--- src/rtl/countdown_pkg.sv ---
`default_nettype none
// ============================================================================
// Module      : countdown_pkg
// Description : Shared types and constants for the H:M:S countdown timer:
//               FSM state encoding, field ranges, field width and the
//               load-value saturation helper.
// Revision    : 1.0 - initial release
// ============================================================================
package countdown_pkg;

    localparam int c_FIELD_W = 8;
    localparam int c_SEC_MAX = 59;
    localparam int c_MIN_MAX = 59;

    typedef enum logic [1:0] {
        ST_IDLE    = 2'd0,
        ST_RUN     = 2'd1,
        ST_PAUSE   = 2'd2,
        ST_EXPIRED = 2'd3
    } state_t;

    // Clamp a preset value to the top of its field range
    function automatic logic [c_FIELD_W-1:0] f_sat(input logic [c_FIELD_W-1:0] val,
                                                  input logic [c_FIELD_W-1:0] lim);
        return (val > lim) ? lim : val;
    endfunction

endpackage : countdown_pkg
`default_nettype wire

--- src/rtl/down_counter_field.sv ---
`default_nettype none
// ============================================================================
// Module      : down_counter_field
// Description : One cell of the borrow chain. Holds a value in 0..N-1,
//               decrements when borrow_in is high and wraps 0 -> N-1 while
//               raising borrow_out combinationally. load has priority over
//               borrow_in and saturates load_val to N-1.
// Revision    : 1.0 - initial release
// ============================================================================
module down_counter_field
    import countdown_pkg::*;
#(
    parameter int N = 60
) (
    input  logic                 clk,
    input  logic                 clr_n,
    input  logic                 load,
    input  logic [c_FIELD_W-1:0] load_val,
    input  logic                 borrow_in,
    output logic [c_FIELD_W-1:0] count,
    output logic                 borrow_out
);

    localparam logic [c_FIELD_W-1:0] c_TOP = c_FIELD_W'(N - 1);

    // Borrow ripples out only when this cell is asked to step below zero
    assign borrow_out = borrow_in && (count == '0);

    // Field register: load first, otherwise step down with wrap
    always_ff @(posedge clk or negedge clr_n) begin
        if (!clr_n) begin
            count <= '0;
        end else if (load) begin
            count <= f_sat(load_val, c_TOP);
        end else if (borrow_in) begin
            count <= (count == '0) ? c_TOP : (count - c_FIELD_W'(1));
        end
    end

endmodule : down_counter_field
`default_nettype wire

--- src/rtl/countdown_timer.sv ---
`default_nettype none
// ============================================================================
// Module      : countdown_timer
// Description : H:M:S down-counting timer with built-in one-second prescaler,
//               start/pause/load control and expiry flagging. The three time
//               fields form a borrow chain of down_counter_field cells.
//               Optional feature macro: COUNTDOWN_AUTO_RELOAD_EN - on reaching
//               00:00:00 the timer keeps running and the next tick reloads
//               the last loaded start time instead of entering EXPIRED.
// Revision    : 1.0 - initial release
// ============================================================================
module countdown_timer
    import countdown_pkg::*;
#(
    parameter int TICK_DIV  = 100_000_000,
    parameter int MAX_HOURS = 24
) (
    input  logic                 clk,
    input  logic                 clr_n,
    input  logic                 load,
    input  logic [c_FIELD_W-1:0] load_h,
    input  logic [c_FIELD_W-1:0] load_m,
    input  logic [c_FIELD_W-1:0] load_s,
    input  logic                 start,
    input  logic                 pause,
    output logic [c_FIELD_W-1:0] hours,
    output logic [c_FIELD_W-1:0] minutes,
    output logic [c_FIELD_W-1:0] seconds,
    output logic                 running,
    output logic                 done,
    output logic                 expired
);

    localparam int c_PRESC_W = (TICK_DIV > 1) ? $clog2(TICK_DIV) : 1;
    localparam logic [c_PRESC_W-1:0] c_PRESC_LAST = c_PRESC_W'(TICK_DIV - 1);

    state_t                 r_state;
    logic [c_PRESC_W-1:0]   r_presc;

    logic                   w_load_acc;
    logic                   w_tick;
    logic                   w_time_zero;
    logic                   w_zero_tick;
    logic                   w_sec_borrow;
    logic                   w_min_borrow;
    logic                   w_hr_borrow;
    logic                   w_fld_load;
    logic [c_FIELD_W-1:0]   w_ld_h;
    logic [c_FIELD_W-1:0]   w_ld_m;
    logic [c_FIELD_W-1:0]   w_ld_s;

    // Presets are only taken while the timer is not counting
    assign w_load_acc  = load && (r_state != ST_RUN);

    // A pause strobe freezes the prescaler in its own cycle as well
    assign w_tick      = (r_state == ST_RUN) && !pause && (r_presc == c_PRESC_LAST);

    assign w_time_zero = (hours == '0) && (minutes == '0) && (seconds == '0);
    assign w_zero_tick = w_tick && (hours == '0) && (minutes == '0)
                         && (seconds == c_FIELD_W'(1));

    // A tick at 00:00:00 would wrap the whole chain (hours borrows out);
    // reload the fields instead so the counter never goes below zero
    assign w_fld_load  = w_load_acc || w_hr_borrow;

`ifdef COUNTDOWN_AUTO_RELOAD_EN
    logic [c_FIELD_W-1:0] r_shadow_h;
    logic [c_FIELD_W-1:0] r_shadow_m;
    logic [c_FIELD_W-1:0] r_shadow_s;

    // Remember the saturated start time for automatic reload
    always_ff @(posedge clk or negedge clr_n) begin
        if (!clr_n) begin
            r_shadow_h <= '0;
            r_shadow_m <= '0;
            r_shadow_s <= '0;
        end else if (w_load_acc) begin
            r_shadow_h <= f_sat(load_h, c_FIELD_W'(MAX_HOURS - 1));
            r_shadow_m <= f_sat(load_m, c_FIELD_W'(c_MIN_MAX));
            r_shadow_s <= f_sat(load_s, c_FIELD_W'(c_SEC_MAX));
        end
    end

    assign w_ld_h = w_load_acc ? load_h : r_shadow_h;
    assign w_ld_m = w_load_acc ? load_m : r_shadow_m;
    assign w_ld_s = w_load_acc ? load_s : r_shadow_s;
`else
    assign w_ld_h = w_load_acc ? load_h : '0;
    assign w_ld_m = w_load_acc ? load_m : '0;
    assign w_ld_s = w_load_acc ? load_s : '0;
`endif

    down_counter_field #(.N(c_SEC_MAX + 1)) u_sec (
        .clk        (clk),
        .clr_n      (clr_n),
        .load       (w_fld_load),
        .load_val   (w_ld_s),
        .borrow_in  (w_tick),
        .count      (seconds),
        .borrow_out (w_sec_borrow)
    );

    down_counter_field #(.N(c_MIN_MAX + 1)) u_min (
        .clk        (clk),
        .clr_n      (clr_n),
        .load       (w_fld_load),
        .load_val   (w_ld_m),
        .borrow_in  (w_sec_borrow),
        .count      (minutes),
        .borrow_out (w_min_borrow)
    );

    down_counter_field #(.N(MAX_HOURS)) u_hr (
        .clk        (clk),
        .clr_n      (clr_n),
        .load       (w_fld_load),
        .load_val   (w_ld_h),
        .borrow_in  (w_min_borrow),
        .count      (hours),
        .borrow_out (w_hr_borrow)
    );

    // One-second prescaler: advances only while running, cleared by a load
    always_ff @(posedge clk or negedge clr_n) begin
        if (!clr_n) begin
            r_presc <= '0;
        end else if (w_load_acc) begin
            r_presc <= '0;
        end else if ((r_state == ST_RUN) && !pause) begin
            r_presc <= (r_presc == c_PRESC_LAST) ? '0 : (r_presc + c_PRESC_W'(1));
        end
    end

    // Control FSM with registered running/expired/done outputs
    always_ff @(posedge clk or negedge clr_n) begin
        if (!clr_n) begin
            r_state <= ST_IDLE;
            running <= 1'b0;
            done    <= 1'b0;
            expired <= 1'b0;
        end else begin
            done <= 1'b0;
            case (r_state)
                ST_IDLE, ST_PAUSE: begin
                    if (load) begin
                        r_state <= ST_IDLE;
                        running <= 1'b0;
                        expired <= 1'b0;
                    end else if (start && !pause && !w_time_zero) begin
                        r_state <= ST_RUN;
                        running <= 1'b1;
                        expired <= 1'b0;
                    end
                end
                ST_RUN: begin
                    if (pause) begin
                        r_state <= ST_PAUSE;
                        running <= 1'b0;
                    end else if (w_zero_tick) begin
                        done <= 1'b1;
`ifndef COUNTDOWN_AUTO_RELOAD_EN
                        r_state <= ST_EXPIRED;
                        running <= 1'b0;
                        expired <= 1'b1;
`endif
                    end
                end
                ST_EXPIRED: begin
                    if (load) begin
                        r_state <= ST_IDLE;
                        running <= 1'b0;
                        expired <= 1'b0;
                    end
                end
                default: begin
                    r_state <= ST_IDLE;
                    running <= 1'b0;
                    expired <= 1'b0;
                end
            endcase
        end
    end

endmodule : countdown_timer
`default_nettype wire
--- config.mk ---
export PLATFORM = sky130hd
export DESIGN_NAME = countdown_timer
export DESIGN_NICKNAME = d
export VERILOG_FILES = /design/src/rtl/countdown_pkg.sv /design/src/rtl/down_counter_field.sv /design/src/rtl/countdown_timer.sv
export SDC_FILE = /design/constraint.sdc
export NUM_CORES = 1
export LEC_CHECK = 0
export CELL_PAD_IN_SITES_DETAIL_PLACEMENT = 2
export CELL_PAD_IN_SITES_GLOBAL_PLACEMENT = 2
export CORE_ASPECT_RATIO = 0.9
export CORE_MARGIN = 3
export CORE_UTILIZATION = 33
export DETAILED_ROUTE_END_ITERATION = 6
export GPL_ROUTABILITY_DRIVEN = 0
export GPL_TIMING_DRIVEN = 0
export PLACE_DENSITY = 0.82
export RECOVER_POWER = 25
export REMOVE_ABC_BUFFERS = 1
export SYNTH_ARGS = -nofsm -noshare
export SYNTH_HDL_FRONTEND = slang
export SYNTH_HIERARCHICAL = 1
export SYNTH_SLANG_ARGS = --single-unit
--- constraint.sdc ---
create_clock -name clk -period 5.4 [get_ports clk]
set_input_delay 1.08 -clock clk [delete_from_list [all_inputs] [get_ports clk]]
set_output_delay 1.08 -clock clk [all_outputs]
set_load 0.01 [all_outputs]
==> results of run 1 <==
==> routing by layer <==
metal  GRT usage, %  up-vias
met5              0        -
met4           4.42        0
met3           2.93       12
met2           34.2       48
met1           31.4     1803
li1               -     1656
==> worst min-delay path by stage <==
stage / start / end / slack (ns) / cells after the start
global placement: r_presc[1] / r_presc[1] / 0.48 / 2
finish: r_presc[26] / r_presc[26] / 0.52 / 1
CTS: r_presc[26] / r_presc[26] / 0.52 / 1
global route: r_presc[26] / r_presc[26] / 0.54 / 1
floorplan: r_presc[26] / r_presc[26] / 0.44 / 1
detailed placement: r_presc[26] / r_presc[26] / 0.51 / 1
==> critical path: cells and delay by family <==
kind	cells	cell delay [ns]
AND/OR/NAND/NOR	8	2.94
buffers and inverters	2	0.66
AO/OA/AOI/OAI	2	0.47
==> per-stage QoR <==
stage / cell area (um^2) / cells / TNS [ns]
2_1_floorplan: 3580 / 398 / 0
3_3_place_gp: 4290 / 582 / -6.29
3_5_place_dp: 4310 / 583 / -0.393
4_1_cts: 4490 / 591 / 0
5_1_grt: 4490 / 591 / 0
6_report: 4490 / 591 / 0
==> logic make-up (layout without fill, tap and decap cells) <==
kind of cell | after synthesis | count (layout) | synth area share (%)
AO/OA/AOI/OAI | 93 | 93 | 18.0
XOR/XNOR | 10 | 10 | 2.40
adder cells (fa/ha/maj) | 4 | 4 | 1.37
buffers and inverters | 39 | 86 | 4.05
flip-flops | 56 | 56 | 38.4
multiplexers | 8 | 8 | 2.20
AND/OR/NAND/NOR | 205 | 205 | 33.6
==> sequential cells by signal, indices dropped and copies added (netlist names) <==
register     flops
running          1
r_presc         27
expired          1
u_sec/count      8
done             1
r_state          2
u_hr/count       8
u_min/count      8
==> cell usage after synthesis, drive strengths merged (7+ instances only) <==
cell type	instances	share of area (%)
dfrtp	56	38
nor2	37	3.8
nand2	34	3.6
and3	30	5.2
inv	22	2.3
nand3	19	2.7
a21oi	17	2.3
clkbuf	16	1.6
nor3	16	2.3
a31oi	12	2.1
nand4	12	2.6
o21ai	12	1.6
nor4	11	2.6
o22ai	9	1.9
mux2i	8	2.2
nand3b	7	1.4
==> area by class of cell <==
type	instances	share of cell area, %
Multi-Input combinational cell	320	47.0
Clock buffer	7	3.40
Inverter	22	1.84
Clock inverter	1	0.669
Sequential cell	56	31.2
Timing Repair Buffer	56	12.2
Tap cell	129	3.60
==> power by group <==
part | leakage, nW | total, mW | switching (mW) | internal [mW]
Clock | 0.0901 | 0.397 | 0.153 | 0.245
Sequential | 0.736 | 0.570 | 0.101 | 0.469
Combinational | 1.07 | 0.406 | 0.222 | 0.185
==> impl_summary.md, run 1 <==
GRT
The number of global-route vias before repair came to between 3000 and 4000. The initial antenna violation count came to 0. The total global routing overflow is 0.

The total global-route track usage is between 20 and 25%. The pin count of the biggest net entering global routing is 38. The global-route wire length before repair is approximately 21000 um.

Finish
The fill cell total of the finished layout is approximately 1200. The utilization after layout is between 40% and 50%. Across the whole layout, storage elements account for between 0.001 and 0.0015 mm^2. From synthesis to final layout, the design area changed by 23.0%.

After the last flow step, the layout net total stands at between 400 and 500. The fraction of layout cells with a size suffix above 1 is ~7.4%. The most common cell after layout, fill and taps aside is sky130_fd_sc_hd__dfrtp_1. The total inserted antenna cells is 0. In the layout the commonest cells are sky130_fd_sc_hd__dfrtp_1 (56), sky130_fd_sc_hd__clkdlybuf4s50_1 (54), sky130_fd_sc_hd__nor2_1 (37), sky130_fd_sc_hd__nand2_1 (33), sky130_fd_sc_hd__and3_1 (29). The footprint of the multi-input gates is 0.00211 mm^2.

Drt
Wire segments on met3 add up to ~300 um in the final route. The number of design-rule violations left by the first detailed-router iteration is 155. The count of nets left with antenna violations after detail routing is 0. The number of search-and-repair iterations in the first detailed-routing pass is 4. The total via count after detailed routing is roughly 3500. For this block, the routed nets add up to between 10000 and 15000 um of wire. After detailed routing, the number of remaining DRC violations is 0. Using the TritonRoute via totals, the vias-per-cell ratio works out to about 6. Signal routing reaches up to met4. The amount of wire on met2 after detailed routing is 6050 um. The met1 routed wirelength after detailed routing is 6160 um. The average detailed-routed wire length per instance is 21.4 um.

Timing
At the pin with the least slew margin, the transition time is around 1.8 ns. Setup repair after global routing left no endpoint under its margin. The worst setup margin is approximately 0.39 ns.

The post-route worst hold slack is roughly 0.52 ns. Derived from the worst setup path, the maximum achievable clock frequency is 0.199 GHz. The worst path in the final design needs a cycle of about 5.0 ns, including I/O delays and setup. The final cycle utilization of the critical path is 92.8%. Setup violations remaining at the end of the flow were counted as 0. The worst pin sits at a relative slew slack of -21.4%. Clock skew on the completed layout was measured at around 0.0063 ns. The max-slew violation total from the final report was 32. The final hold violation count is 0.

Min path
The tightest min-delay check is of the flop to flop type.

Setup path
The startpoint type of the worst setup path is a primary input. For the worst flop-to-flop path, the logic depth is 13. The maximum single-stage delay on the critical path is approximately 0.60 ns.

The startpoint-to-endpoint class of the critical path is primary input to flop. Data on the critical path is required at its endpoint by 5.58 ns. Following the worst setup path forward leads to its endpoint at u_sec/count[0]. The signal on the critical path passes through clkdlybuf4s50_1, inv_1, nand2_1, nor2_1, and2_1, and2_1, and3_1, nand2b_4, or3b_4, a41o_1, o22ai_1, nor2_1. The end of the worst register-to-register path is u_sec/count[0]. The endpoint kind of the worst setup timing path is a flop.

The setup check on the worst reg-to-reg path leaves a slack of approximately 0.6 ns. The start of the worst register-to-register path is r_presc[0]. On the critical path, the stage with the largest delay is an instance of sky130_fd_sc_hd__nor2_1. The critical-path maximum fanout is 37. The critical path arrival is 5.19 ns. The critical path startpoint is pause.

Floorplan
The die is between 100 and 150 um tall. The die is around 120 um wide. The effective utilization at floorplan is a little over a third. The floorplan step defined a core boundary enclosing roughly 0.011 mm^2. The floorplan step defined a die boundary enclosing approximately 0.012 mm^2. The number of placed I/O pins is 56. The initialized floorplan defines 35 standard-cell rows.

CTS
The maximum count of clock buffers along a single path is 2. The number of clock sinks seen by CTS is 56. After clock tree synthesis, the repair step resized 0 gates. The total of hold buffers inserted after clock tree synthesis is 0.

The H-tree was split into 2 levels. The clock latency on the worst-skew pair is 0.29 ns. In this run the post-CTS setup repair buffer count came out at 0.

The root buffer selected by CTS is sky130_fd_sc_hd__clkbuf_16. The clock-pin transition on the worst setup and hold timing paths is around 0.070 ns. The CTS tree is built.

The number of clock buffers inserted by TritonCTS is 5.

Synth
The register area share after synthesis is 38.4%. The fraction of synthesis flops using an asynchronous set or reset pin is 100%. The synthesized area is between 0.003 and 0.004 mm^2. The gate count after technology mapping is 415.

The number of flops mapped to enable cells by yosys is 0. The Yosys step of the flow raised 6 warnings. Among all flip-flop cells after synthesis, the most frequent one is sky130_fd_sc_hd__dfrtp_1. The number of different library cells used by synthesis comes to 66. A synthesized cell averages ~8.8 um^2. The number of storage elements in the synthesis netlist is 56.

Place
During placement, the flow inserted port buffers numbering 55. Timing analysis after detailed placement gives a worst setup slack of -0.101 ns. Summed over all nets, the half-perimeter wirelength after detailed placement is ~9400 um.

Pwr
In this run the power density over the cells is a little over 300 mW/mm^2. The maximum resistive drop on vdd is around 130 uV. The leakage power summed over all cells is around 1.9 nW. After layout, the design draws a total of between 1 and 1.5 mW.

Outcome
The final reports fail on max-capacitance violations, max-slew violations. The run finished, with violations left.

Job
The number of maximum-capacitance violations is 1.
Power figures use the tool's default switching activity.
==> run 2: changes to the inputs <==
--- a/config.mk
+++ b/config.mk
@@ -7,7 +7,7 @@
 export LEC_CHECK = 0
 export CELL_PAD_IN_SITES_DETAIL_PLACEMENT = 2
 export CELL_PAD_IN_SITES_GLOBAL_PLACEMENT = 2
-export CORE_ASPECT_RATIO = 0.9
+export CORE_ASPECT_RATIO = 1.1
 export CORE_MARGIN = 3
 export CORE_UTILIZATION = 33
 export DETAILED_ROUTE_END_ITERATION = 6
==> impl_summary.md, run 2 (synthesized netlist as in run 1, its figures left out) <==
Setup path
The count of buffer and inverter cells on the critical path was 2 (unchanged). The startpoint type of the worst setup path is a primary input (unchanged). Cells traversed along the worst timing path: clkdlybuf4s50_1, inv_1, nand2_1, nor2_1, and2_1, and2_1, and3_1, nand2b_4, or3b_4, a41o_1, o22ai_2, o31ai_1 (was clkdlybuf4s50_1, inv_1, nand2_1, nor2_1, and2_1, and2_1, and3_1, nand2b_4, or3b_4, a41o_1, o22ai_1, nor2_1). The critical path arrival came to 5.05 ns (was 5.19 ns). The most numerous cell type found on the critical path is sky130_fd_sc_hd__and2_1. The end of the worst register-to-register path is u_sec/count[1] (was u_sec/count[0]). The worst-case register-to-register setup slack was 0.69 ns (was 0.60 ns). The startpoint-to-endpoint class of the critical path is primary input to flop (unchanged). The number of cell instances on the worst register-to-register path is 13 (unchanged). The maximum single-stage delay on the critical path is 0.56 ns (was 0.60 ns). The endpoint kind of the worst setup timing path is a flop (unchanged). The slowest cell on the critical path was sky130_fd_sc_hd__nor2_1 (unchanged). The worst endpoint required time is 5.56 ns (was 5.58 ns). The cell type group with the largest total delay on the critical path is simple AND/OR/NAND/NOR gates (unchanged). The start of the worst register-to-register path is r_presc[0] (unchanged). The critical-path maximum fanout is 37 (unchanged).

Timing
The setup TNS is 0 ns (unchanged). The worst setup margin is 0.510 ns (was 0.387 ns). RSZ-0062 raised after global routing: no (unchanged). The final cycle utilization of the critical path is 90.6% (was 92.8%). The max-slew violation total from the final report came to 38 (was 32). The worst slew slack as a fraction of its limit was -40.9% (was -21.4%). The worst-case clock skew is 0.00884 ns (was 0.00631 ns).

The final hold violation count is 0 (unchanged). The minimum clock period is 4.89 ns (was 5.01 ns). The post-route worst hold slack is 0.497 ns (was 0.520 ns).

The maximum operating frequency is 0.204 GHz (was 0.199 GHz). The actual transition at the worst max-transition pin is 2.11 ns (was 1.82 ns). The number of endpoints failing setup at the final stage is 0 (unchanged).

Finish
Highest-count cells in the layout ignoring fill and taps: sky130_fd_sc_hd__dfrtp_1 (56), sky130_fd_sc_hd__clkdlybuf4s50_1 (54), sky130_fd_sc_hd__nor2_1 (37), sky130_fd_sc_hd__nand2_1 (33), sky130_fd_sc_hd__and3_1 (29) (unchanged). The fraction of layout cells with a size suffix above 1 is 6.93% (was 7.36%). The layout-stage area growth over the synthesis result came to 22.5% (was 23.0%). The total inserted antenna cells is 0 (unchanged).

The post-layout instance area came to 0.00447 mm^2 (was 0.00449 mm^2). The post-route non-filler standard cell count came to 605 (was 591). The flip-flop count of the largest register after layout is 27 (unchanged). The final-stage net count was 494 (unchanged). The top register by number of flip-flops is r_presc (unchanged).

The fill cell total of the finished layout is 1204 (was 1163). The most common cell after layout, fill and taps aside is sky130_fd_sc_hd__dfrtp_1 (unchanged). The utilization after layout is 42.2% (was 42.7%).

GRT
The global-route wire length before repair is 20400 um (was 21200 um). The total global routing overflow is 0 (unchanged). The initial antenna violation count was 0 (unchanged). The pin count of the biggest net entering global routing came to 38 (unchanged). The total global-route track usage is 20.8% (was 21.6%). The number of global-route vias before repair is 3838 (was 3851).

Min path
The end point of the most critical hold path is r_presc[26] (unchanged). The beginning of the worst hold path is r_presc[26] (unchanged). The hold path depth is 1 (unchanged). The path class of the lowest-slack min-delay path was flop to flop (unchanged).

Place
The number of placed instances, taps included is 597 (was 583). The placed wire-length estimate after detailed placement is 9170 um (was 9440 um). The number of port buffers is 55 (unchanged).

The placed standard-cell area is 0.00433 mm^2 (was 0.00431 mm^2). The placement-stage worst setup slack is -0.0368 ns (was -0.101 ns).

CTS
The maximum count of clock buffers along a single path is 2 (unchanged). The root buffer selected by CTS was sky130_fd_sc_hd__clkbuf_16 (unchanged). The clock-pin transition on the worst setup and hold timing paths was 0.07 ns (about the same).

The total of hold buffers inserted after clock tree synthesis was 0 (unchanged). The number of clock sinks seen by CTS is 56 (unchanged). The setup fix buffers added after clock tree synthesis is 0 (unchanged). The total of cells resized after clock tree synthesis came to 0 (unchanged).

The number of clock buffers inserted by TritonCTS is 5 (unchanged). The number of H-tree levels is 2 (unchanged). The CTS tree is built (unchanged). The clock latency on the worst-skew pair was 0.30 ns (was 0.29 ns).

Drt
The number of search-and-repair iterations in the first detailed-routing pass was 4 (unchanged). The average detailed-routed wire length per instance was 20.5 um (was 21.4 um). The number of design-rule violations left by the first detailed-router iteration is 112 (was 155). The total via count after detailed routing was 3531 (was 3519).

The DRC violations left is 0 (unchanged). The wire length after detailed routing is 12400 um (was 12700 um). The mean number of vias per cell is 5.84 (was 5.95). The count of nets left with antenna violations after detail routing was 0 (unchanged).

Pwr
The maximum resistive drop on vdd is 156 uV (was 127 uV). The power density relative to cell area is 291 mW/mm^2 (was 306 mW/mm^2). The final total power is 1.30 mW (was 1.37 mW). The leakage power summed over all cells is 1.88 nW (was 1.89 nW).

Floorplan
The die boundary width came to 106 um (was 117 um). The die span in y was 116 um (was 106 um). The number of placed I/O pins came to 56 (unchanged). The floorplan die area is 0.0124 mm^2 (about the same). The effective utilization at floorplan is 34.4% (was 34.7%). The core region area is 0.0106 mm^2 (was 0.0105 mm^2). The number of placement rows is 39 (was 35).

Outcome
Violated checks: max-capacitance violations, max-slew violations (unchanged). Result of the run: finished, violations left (unchanged).

Job
The number of maximum-capacitance violations is 1 (unchanged).
==> run 2: cell count changes in the layout (fill, tap and decap cells not counted) <==
cell | previous run | this run
sky130_fd_sc_hd__bufinv_16 | 1 | 0
sky130_fd_sc_hd__clkbuf_8 | 2 | 1
sky130_fd_sc_hd__clkbuf_1 | 2 | 4
==> run 2: how the worst max path moves through the flow <==
stage	start	to	cells past startpoint
global placement	pause	u_min/count[1]	12
global route	pause	u_hr/count[0]	11
detailed placement	pause	u_sec/count[1]	12
finish	pause	u_sec/count[1]	12
CTS	pause	u_sec/count[1]	12
floorplan	pause	u_min/count[1]	11
==> run 2: area by class of cell <==
class	count	area, um^2	share of cell area (%)
sequential	56	1400	31.4
timing repair buffer	56	548	12.3
clock buffer	8	146	3.28
inverter	22	82.6	1.85
multi-input combinational	320	2110	47.2
tap	143	179	4.01
==> run 2: routing by layer <==
metal,track usage [%],up-vias,part of all wire [%]
li1,-,1661,-
met4,6.30,0,1.8
met1,23.7,1790,41
met2,40.1,66,54
met3,3.04,14,3.0
met5,0,-,0
==> run 2: worst reg2reg max path, cell delays in order (launching register included) <==
cell	delay (ns)
sky130_fd_sc_hd__dfrtp_1	0.39
sky130_fd_sc_hd__ha_1	0.29
sky130_fd_sc_hd__nand4_4	0.17
sky130_fd_sc_hd__nor4_4	0.41
sky130_fd_sc_hd__nand2_2	0.14
sky130_fd_sc_hd__nor2_1	0.56
sky130_fd_sc_hd__and2_1	0.46
sky130_fd_sc_hd__and2_1	0.46
sky130_fd_sc_hd__and3_1	0.27
sky130_fd_sc_hd__nand2b_4	0.41
sky130_fd_sc_hd__or3b_4	0.50
sky130_fd_sc_hd__a41o_1	0.27
sky130_fd_sc_hd__o22ai_2	0.15
sky130_fd_sc_hd__o31ai_1	0.10
==> run 2: power by group <==
part | switching (mW) | leakage, nW | internal, mW
Combinational | 0.220 | 1.07 | 0.185
Clock | 0.150 | 0.0712 | 0.186
Sequential | 0.0912 | 0.736 | 0.469
==> variant (settings of run 2) <==
`c_SEC_MAX`: 59 -> 32.
--- a/src/rtl/countdown_pkg.sv
+++ b/src/rtl/countdown_pkg.sv
@@ -9,7 +9,7 @@
 package countdown_pkg;
 
     localparam int c_FIELD_W = 8;
-    localparam int c_SEC_MAX = 59;
+    localparam int c_SEC_MAX = 32;
     localparam int c_MIN_MAX = 59;
 
     typedef enum logic [1:0] {
Behaviour: not the same (a bounded check fails within 4 cycles, from zero or initial values).
==> variant against run 2 <==
The flow still finishes with violations (max-capacitance violations, max-slew violations). Clock skew down 1.7 ps. Non-clock buffer count unchanged. Synthesized cell count decreased by 0.24%. Sequential cell count unchanged. Wire length is 2.1% higher. Total power increased by 7.4%. Design area up 0.14%. Global-route usage is 0.69 points higher. Synthesized area is 0.14% higher. Cell count unchanged. Utilization is 0.059 points higher. First-iteration DRC count rose by 13%. Setup slack got worse by 95 ps. Critical endpoint is now u_min/count[1]$_DFFE_PN0P_. Highest routed layer unchanged.
==> variant: results (changes against run 2) <==
status complete, but fails checks; failing checks max-capacitance violations, max-slew violations; worst setup path endpoint u_min/count[1]$_DFFE_PN0P_; met2 usage 0.403 (+0.00169); Leak Pwr 0.00187 uW (-0.32%); global-route wire length before repair 21.2 mm (+4.0%); WL met3 302 um (-19%); final WL 12.7 mm (+2.1%); Slew Limit Fails 33 (-13%); drt pass-1 iters 5 (+1); largest net degree at the start of global routing 37 (-2.6%); # fillers 1166 (-3.2%); Synth Area in XOR/XNOR 0.0216 (-0.00243); # resized after CTS 1 (+1); Max Cap Violations 1 (unchanged); final worst-path setup slack 415 ps (-95.2 ps); switching power 525 uW (+14%); GRT Total Usage 0.215 (+0.00691); synth cell count leaders 56 x dfrtp_1, 37 x nor2_1, 34 x nand2_1; Placement Cell Area 0.00433 mm2 (+0.12%); Compound-Gate Fraction of Synth Area 0.186 (+0.00592); Hold Path Origin r_presc[1]$_DFFE_PN0P_; Crit Path Max Fanout 36 (-2.7%); 1st-iter DRT viols 126 (+13%); clock share of power 0.250 (-0.008); met2 routed WL 6.66 mm (-0.37%); CP arrival 5130 ps (+80 ps); GR Layer Usage met3 0.0265 (-0.00387); Worst slew margin -0.200 (+0.209); post-synthesis mux area share 0.0192 (-0.00277); final core utilization 0.422 (+0.000591); Cell variety after synth 72 (+9.1%); share of layout cells above drive strength 1 0.0714 (+0.00216); combinational share of power 0.338 (+0.027); Seq/Total Area, Yosys 0.384 (-0.000527); Synth Area per Inst 8.82 um2 (+0.38%); met1 Usage GRT 0.259 (+0.0220); hold path endpoint r_presc[1]$_DFFE_PN0P_
[variant: cell count changes in the layout (fill, tap and decap cells not counted), sizes merged, moves of 2 or more]
cell / change
a22o: +2
a31oi: +3
o21ai: -2
o22ai: -4
o31ai: +2
o41ai: +3
[variant: critical path, stage by stage]
cell and delay [ps]:
clkdlybuf4s50_1 530, inv_1 180, nand2_1 130, nor2_1 330, and2_1 460, and2_1 440, and3_1 260, nand2b_2 660
or3b_4 500, a41o_1 270, o22ai_2 150, o31ai_1 120
[variant: cell type report]
| type | instances | share of cell area |
|---|---|---|
| Clock buffer | 7 | 0.0319 |
| Clock inverter | 1 | 0.00168 |
| Inverter | 22 | 0.0185 |
| Multi-Input combinational cell | 320 | 0.472 |
| Sequential cell | 56 | 0.313 |
| Tap cell | 143 | 0.0400 |
| Timing Repair Buffer | 56 | 0.123 |
